## config.mk

```make
export PLATFORM = sky130hd
export DESIGN_NAME = multconst_pipe
export DESIGN_NICKNAME = d
export VERILOG_FILES = /design/src/rtl/multconst_pkg.sv /design/src/rtl/multconst_stage.sv /design/src/rtl/multconst_pipe.sv
export SDC_FILE = /design/constraint.sdc
export NUM_CORES = 2
export LEC_CHECK = 0
export ABC_AREA = 1
export CELL_PAD_IN_SITES_DETAIL_PLACEMENT = 0
export CELL_PAD_IN_SITES_GLOBAL_PLACEMENT = 1
export CORE_MARGIN = 2
export CORE_UTILIZATION = 45
export DETAILED_ROUTE_END_ITERATION = 8
export DONT_BUFFER_PORTS = 1
export PLACE_DENSITY = 0.87
export SLEW_MARGIN = 20
export SYNTH_ARGS = -nofsm -noshare
export SYNTH_HDL_FRONTEND = slang
export SYNTH_SLANG_ARGS = --single-unit
```

## constraint.sdc

```tcl
create_clock -name clk -period 6.21 [get_ports clk]
set_input_delay 1.242 -clock clk [delete_from_list [all_inputs] [get_ports clk]]
set_output_delay 1.242 -clock clk [all_outputs]
set_load 0.02 [all_outputs]
```

## src/rtl/multconst_pkg.sv

```systemverilog
// Shared widths and helpers for the multi-lane constant multiplier.
package multconst_pkg;

  // Widest lane product and widest packed vector the helpers handle.
  localparam int MAX_W   = 64;
  localparam int VEC_MAX = 1024;

  // Result lane width after the right-shift scaling.
  function automatic int res_width(input int din, input int cw, input int sh);
    return din + cw - sh;
  endfunction

  // Extract lane `lane` of `width` bits from a packed vector (lane 0 in LSBs).
  function automatic logic [MAX_W-1:0] lane_slice(input logic [VEC_MAX-1:0] vec,
                                                  input int lane, input int width);
    logic [VEC_MAX-1:0] shifted;
    logic [MAX_W-1:0]   mask;
    shifted = vec >> (lane * width);
    mask    = {MAX_W{1'b1}} >> (MAX_W - width);
    return shifted[MAX_W-1:0] & mask;
  endfunction

  // Place a `width`-bit value at lane `lane` of an otherwise zero vector.
  function automatic logic [VEC_MAX-1:0] lane_place(input logic [MAX_W-1:0] val,
                                                    input int lane, input int width);
    logic [MAX_W-1:0] mask;
    mask = {MAX_W{1'b1}} >> (MAX_W - width);
    return VEC_MAX'(val & mask) << (lane * width);
  endfunction

  // Round-half-up right shift. The product is far narrower than MAX_W,
  // so the rounding increment can never carry out.
  function automatic logic [MAX_W-1:0] round_shift(input logic [MAX_W-1:0] p, input int sh);
    if (sh == 0) return p;
    return (p + (MAX_W'(1) << (sh - 1))) >> sh;
  endfunction

endpackage

```

## src/rtl/multconst_stage.sv

```systemverilog
// One elastic pipeline slice: data register, valid bit and advance logic.
module multconst_stage #(
  parameter int WIDTH = 8
) (
  input  logic             clk,
  input  logic             reset_n,
  input  logic             in_valid,
  input  logic [WIDTH-1:0] in_data,
  input  logic             next_advance,
  output logic             advance,
  output logic             valid,
  output logic [WIDTH-1:0] data
);

  // A stage may take new data when it is empty or its content moves on;
  // this lets bubbles collapse instead of stalling a full stage.
  assign advance = !valid || next_advance;

  // Capture the upstream slot whenever this stage advances.
  // NOTE: sequential state uses non-blocking assignments so every stage
  // samples its neighbour's pre-edge value, giving a true shift register.
  always_ff @(posedge clk or negedge reset_n) begin
    if (!reset_n) begin
      valid <= 1'b0;
      // NOTE: the data register is reset too, because result must read 0
      // during reset; it is a plain register, not a memory array.
      data  <= '0;
    end else if (advance) begin
      valid <= in_valid;
      if (in_valid) data <= in_data;
    end
  end

endmodule

```

## src/rtl/multconst_pipe.sv

```systemverilog
// Multi-lane pipelined multiply-by-constant with valid/ready handshake,
// reloadable shared constant and optional round-half-up scaling.
module multconst_pipe
  import multconst_pkg::*;
#(
  parameter int DATA_IN_WIDTH = 16,
  parameter int CONST_WIDTH   = 18,
  parameter int CONST_DEFAULT = 78125,
  parameter int LANES         = 4,
  parameter int STAGES        = 2,
  parameter int SHIFT         = 0,
  localparam int RES_WIDTH    = res_width(DATA_IN_WIDTH, CONST_WIDTH, SHIFT)
) (
  input  logic                         clk,
  input  logic                         reset_n,
  input  logic                         const_load,
  input  logic [CONST_WIDTH-1:0]       const_in,
  input  logic                         in_valid,
  output logic                         in_ready,
  input  logic [LANES*DATA_IN_WIDTH-1:0] op_a,
  output logic                         out_valid,
  input  logic                         out_ready,
  output logic [LANES*RES_WIDTH-1:0]   result,
  output logic                         busy
);

  localparam int PROD_WIDTH = DATA_IN_WIDTH + CONST_WIDTH;
  localparam int VEC_W      = LANES * RES_WIDTH;

  logic [CONST_WIDTH-1:0] k;
  logic [VEC_W-1:0]       scaled;
  logic [STAGES-1:0]      stage_valid;

  // Active constant; a vector accepted on a load edge still sees the old value.
  always_ff @(posedge clk or negedge reset_n) begin
    if (!reset_n)        k <= CONST_WIDTH'(CONST_DEFAULT);
    else if (const_load) k <= const_in;
  end

  // Stage-0 datapath: per-lane product with the current constant, then scaling.
  always_comb begin
    logic [VEC_MAX-1:0]    packed_v;
    logic [PROD_WIDTH-1:0] prod;
    packed_v = '0;
    prod     = '0;
    for (int i = 0; i < LANES; i++) begin
      prod     = PROD_WIDTH'(lane_slice(VEC_MAX'(op_a), i, DATA_IN_WIDTH)) * PROD_WIDTH'(k);
      packed_v = packed_v | lane_place(round_shift(MAX_W'(prod), SHIFT), i, RES_WIDTH);
    end
    scaled = packed_v[VEC_W-1:0];
  end

  for (genvar s = 0; s < STAGES; s++) begin : g_stage
    logic             adv;
    logic             vld;
    logic             nxt;
    logic             src_valid;
    logic [VEC_W-1:0] src_data;
    logic [VEC_W-1:0] dat;

    if (s == 0) begin : g_src
      assign src_valid = in_valid;
      assign src_data  = scaled;
    end else begin : g_src
      assign src_valid = g_stage[s-1].vld;
      assign src_data  = g_stage[s-1].dat;
    end

    if (s == STAGES - 1) begin : g_nxt
      assign nxt = out_ready;
    end else begin : g_nxt
      assign nxt = g_stage[s+1].adv;
    end

    multconst_stage #(.WIDTH(VEC_W)) u_stage (
      .clk          (clk),
      .reset_n      (reset_n),
      .in_valid     (src_valid),
      .in_data      (src_data),
      .next_advance (nxt),
      .advance      (adv),
      .valid        (vld),
      .data         (dat)
    );

    assign stage_valid[s] = vld;
  end

  // Ready is held low during reset even though every stage reads empty.
  assign in_ready  = reset_n && g_stage[0].adv;
  assign out_valid = g_stage[STAGES-1].vld;
  assign result    = g_stage[STAGES-1].dat;
  assign busy      = |stage_valid;

endmodule

```

==> flow_summary.ini <==
[clocking]
cts_tree = done
clock_latency_ns = 0.61
cts_hold_buf = 0
cts_sinks = 292
clk_pin_slew_ns = 0.06
cts_buffers = 36
cts_root_buf = clkbuf_16
h-tree-depth = 2
clock_path_buffers = 3
post_cts_buffers = 0
cts_resized = 0

[synthesis]
ys_ff_latch = 292
synth_mux_area_share_pct = 2.820
synth_edf_count = 0
yosys.area.top_type_share_pct = 34.15
ys.flop_type = dfrtp_1
synthDistinctLibCells = 34
yosys-top-cells-area = fa_1, nand2_1, dfrtp_1
synth_compound_area_share_pct = 2.173
yosys.area_share.simple_pct = 19.56
yosys-top-cells-count = nand2_1, inv_1, fa_1, ha_1, dfrtp_1
avgSynthCellArea_sq_um = 7.659
syn-num-nets = 8195
synth_area_leader_cell = fa_1
yosysSeqAreaShare_pct = 14.06
synth.most_common_cell = nand2_1
yosysWarnings = 0
async_reset_ff_share_pct = 100.0
synthAdderAreaFrac_pct = 44.35
synth_top_family_by_area = adder cells
synth_xor_area_share_pct = 1.077
synthCells = 6796
syn_area_sq_um = 52050

[final_layout]
fin_util_pct = 48.00
drive_gt1_share_pct = 4.939
nNetsFinal = 8014
instances_no_fill = 8155
area_delta_synth_final_pct = 5.589
n_fill_cell = 11260

[global_route]
grt_use_total_pct = 24.49
antenna_found_initial = 3
grt_overflow = 0
grt_pass1_wl_mm = 229.6
grt_max_degree = 294
grt_pass1_vias = 43130

[drt]
first_pass_iters = 6
routedWlPerCell_um = 16.97
drt-vias-per-instance = 4.918
vias = 40110
wirelength_mm = 138.4
drtAntennaViolNets = 0
drt_iter0_drc = 2190
drc = 0

[timing]
setup-tns-final_ns = 0
fin_crit_sh_pct = 94.92
hold_viol = 0
grt_setup_unrepaired = no
fmax_mhz = 169.7
setup_viol = 0
period_minus_slack_ns = 5.894
finClkSkew_ns = 0.03466
slew_headroom_pct = 35.09
slew_viol_final = 0
tightest_slew_ns = 0.9736

[worst_setup_path]
critPathLaunch = k[15]
slowest_delay_ns = 0.65
r2r_cells = 22
path_buf_inv = 4
crit_path_end_kind = flop
cp.depth = 22
required_ns = 6.70
cpMaxStageDelayCell = dfrtp_2
critical_path_class = reg2reg
r2r-start = k[15]
cp-start-kind = flop
crit_path_cell_trace = buf_4, nand2_1, fa_1, fa_1, fa_1, inv_1, fa_1, fa_1, inv_1, fa_1, inv_1, ha_1, nand2_1, nor2_1, and2_0, nand2_1, nand2_2, nand2_1, nand2_1, nand2_1, nand3_1, nand2_1
cp_common_cell = nand2_1
critical_path.top_delay_family = adder cells
critPathMaxFanout = 15
worstPathArrival_ns = 6.39

[floorplanning]
io_pins = 226
dieArea_sq_um = 118400
die-width_um = 344.1
core_area_sq_um = 114500
start_util_pct = 45.46
die_h_um = 344.1
rows = 124

[status]
status = finished clean

[placement]
dp.final_hpwl_mm = 110.9
placedCellCount = 8089
port-buffer-count = 0
place_congestion = 0.8899

[job]
max_cap_viol_count = 0

[min_path]
hold_class = in2async
## placed cells by master, fill, tap and decap left out, drive strengths merged, types with 4 or more instances in the layout
master and n:
inv 1895, dfrtp 284, a21o 4, mux2 126
nor3 9, clkinv 7, xnor2 50, dfstp 8
buf 84, o21ai 113, clkbuf 47, nor2 168
nand4 15, nand3b 9, clkinvlp 6, a21oi 85
o21bai 11, ha 424, fa 888, xor2 14
nand3 190, nand2 2195
## sequential cells by signal (all words and copies together) (netlist names)
name / count
g_stage.u_stage.data: 272
k: 18
g_stage.u_stage.valid: 2
## metal layers
layer	track usage [%]	routed length [um]	vias up
li1	-	-	18960
met1	29.87	55960	19900
met2	44.09	69950	1028
met3	3.516	7393	224
met4	8.542	5065	2
met5	0	12	-
## cells by family (layout without fill, tap and decap cells)
family          after synthesis  after routing
simple gates               2589           2589
buf+inv                    2196           2041
fa+ha+maj                  1312           1312
flops                       292            292
compound gates              217            217
mux                         126            126
xor+xnor                     64             64
other cells                   0              2
## through the flow
step / hold slack, ns / worst slack (ns) / cell area, sq um
floorplan: 0.4450 / 0.01439 / 52050
global placement: 0.4614 / 0.001670 / 53740
detailed placement: 0.4655 / 0.04271 / 53740
CTS: 0.3032 / 0.2701 / 54950
global route: 0.2963 / 0.04196 / 54960
finish: 0.3352 / 0.3156 / 54960
## worst paths after layout
kind,end,slack [ns]
worst max-delay path,g_stage[0].u_stage.data[26],0.32
worst min-delay path,g_stage[1].u_stage.data[45],0.34
worst max register to register,g_stage[0].u_stage.data[26],0.32
worst min register to register,g_stage[0].u_stage.data[92],0.48
max in group asynchronous,k[17],5.31
min in group clk,g_stage[0].u_stage.data[92],0.48
## final cells by class
| class | count | area, sq um | area share [%] |
|---|---|---|---|
| antenna | 2 | 5.005 | 0.009106 |
| clock buffer | 47 | 1002 | 1.824 |
| clock inverter | 17 | 212.7 | 0.3870 |
| inverter | 1893 | 7108 | 12.93 |
| multi-input combinational | 4308 | 36440 | 66.31 |
| sequential | 292 | 7330 | 13.34 |
| tap | 1512 | 1892 | 3.442 |
| timing repair buffer | 84 | 968.4 | 1.762 |
Power is left out: the tool's default activity adds up to more than one toggle a clock period on the data nets, which glitch-free logic cannot reach.
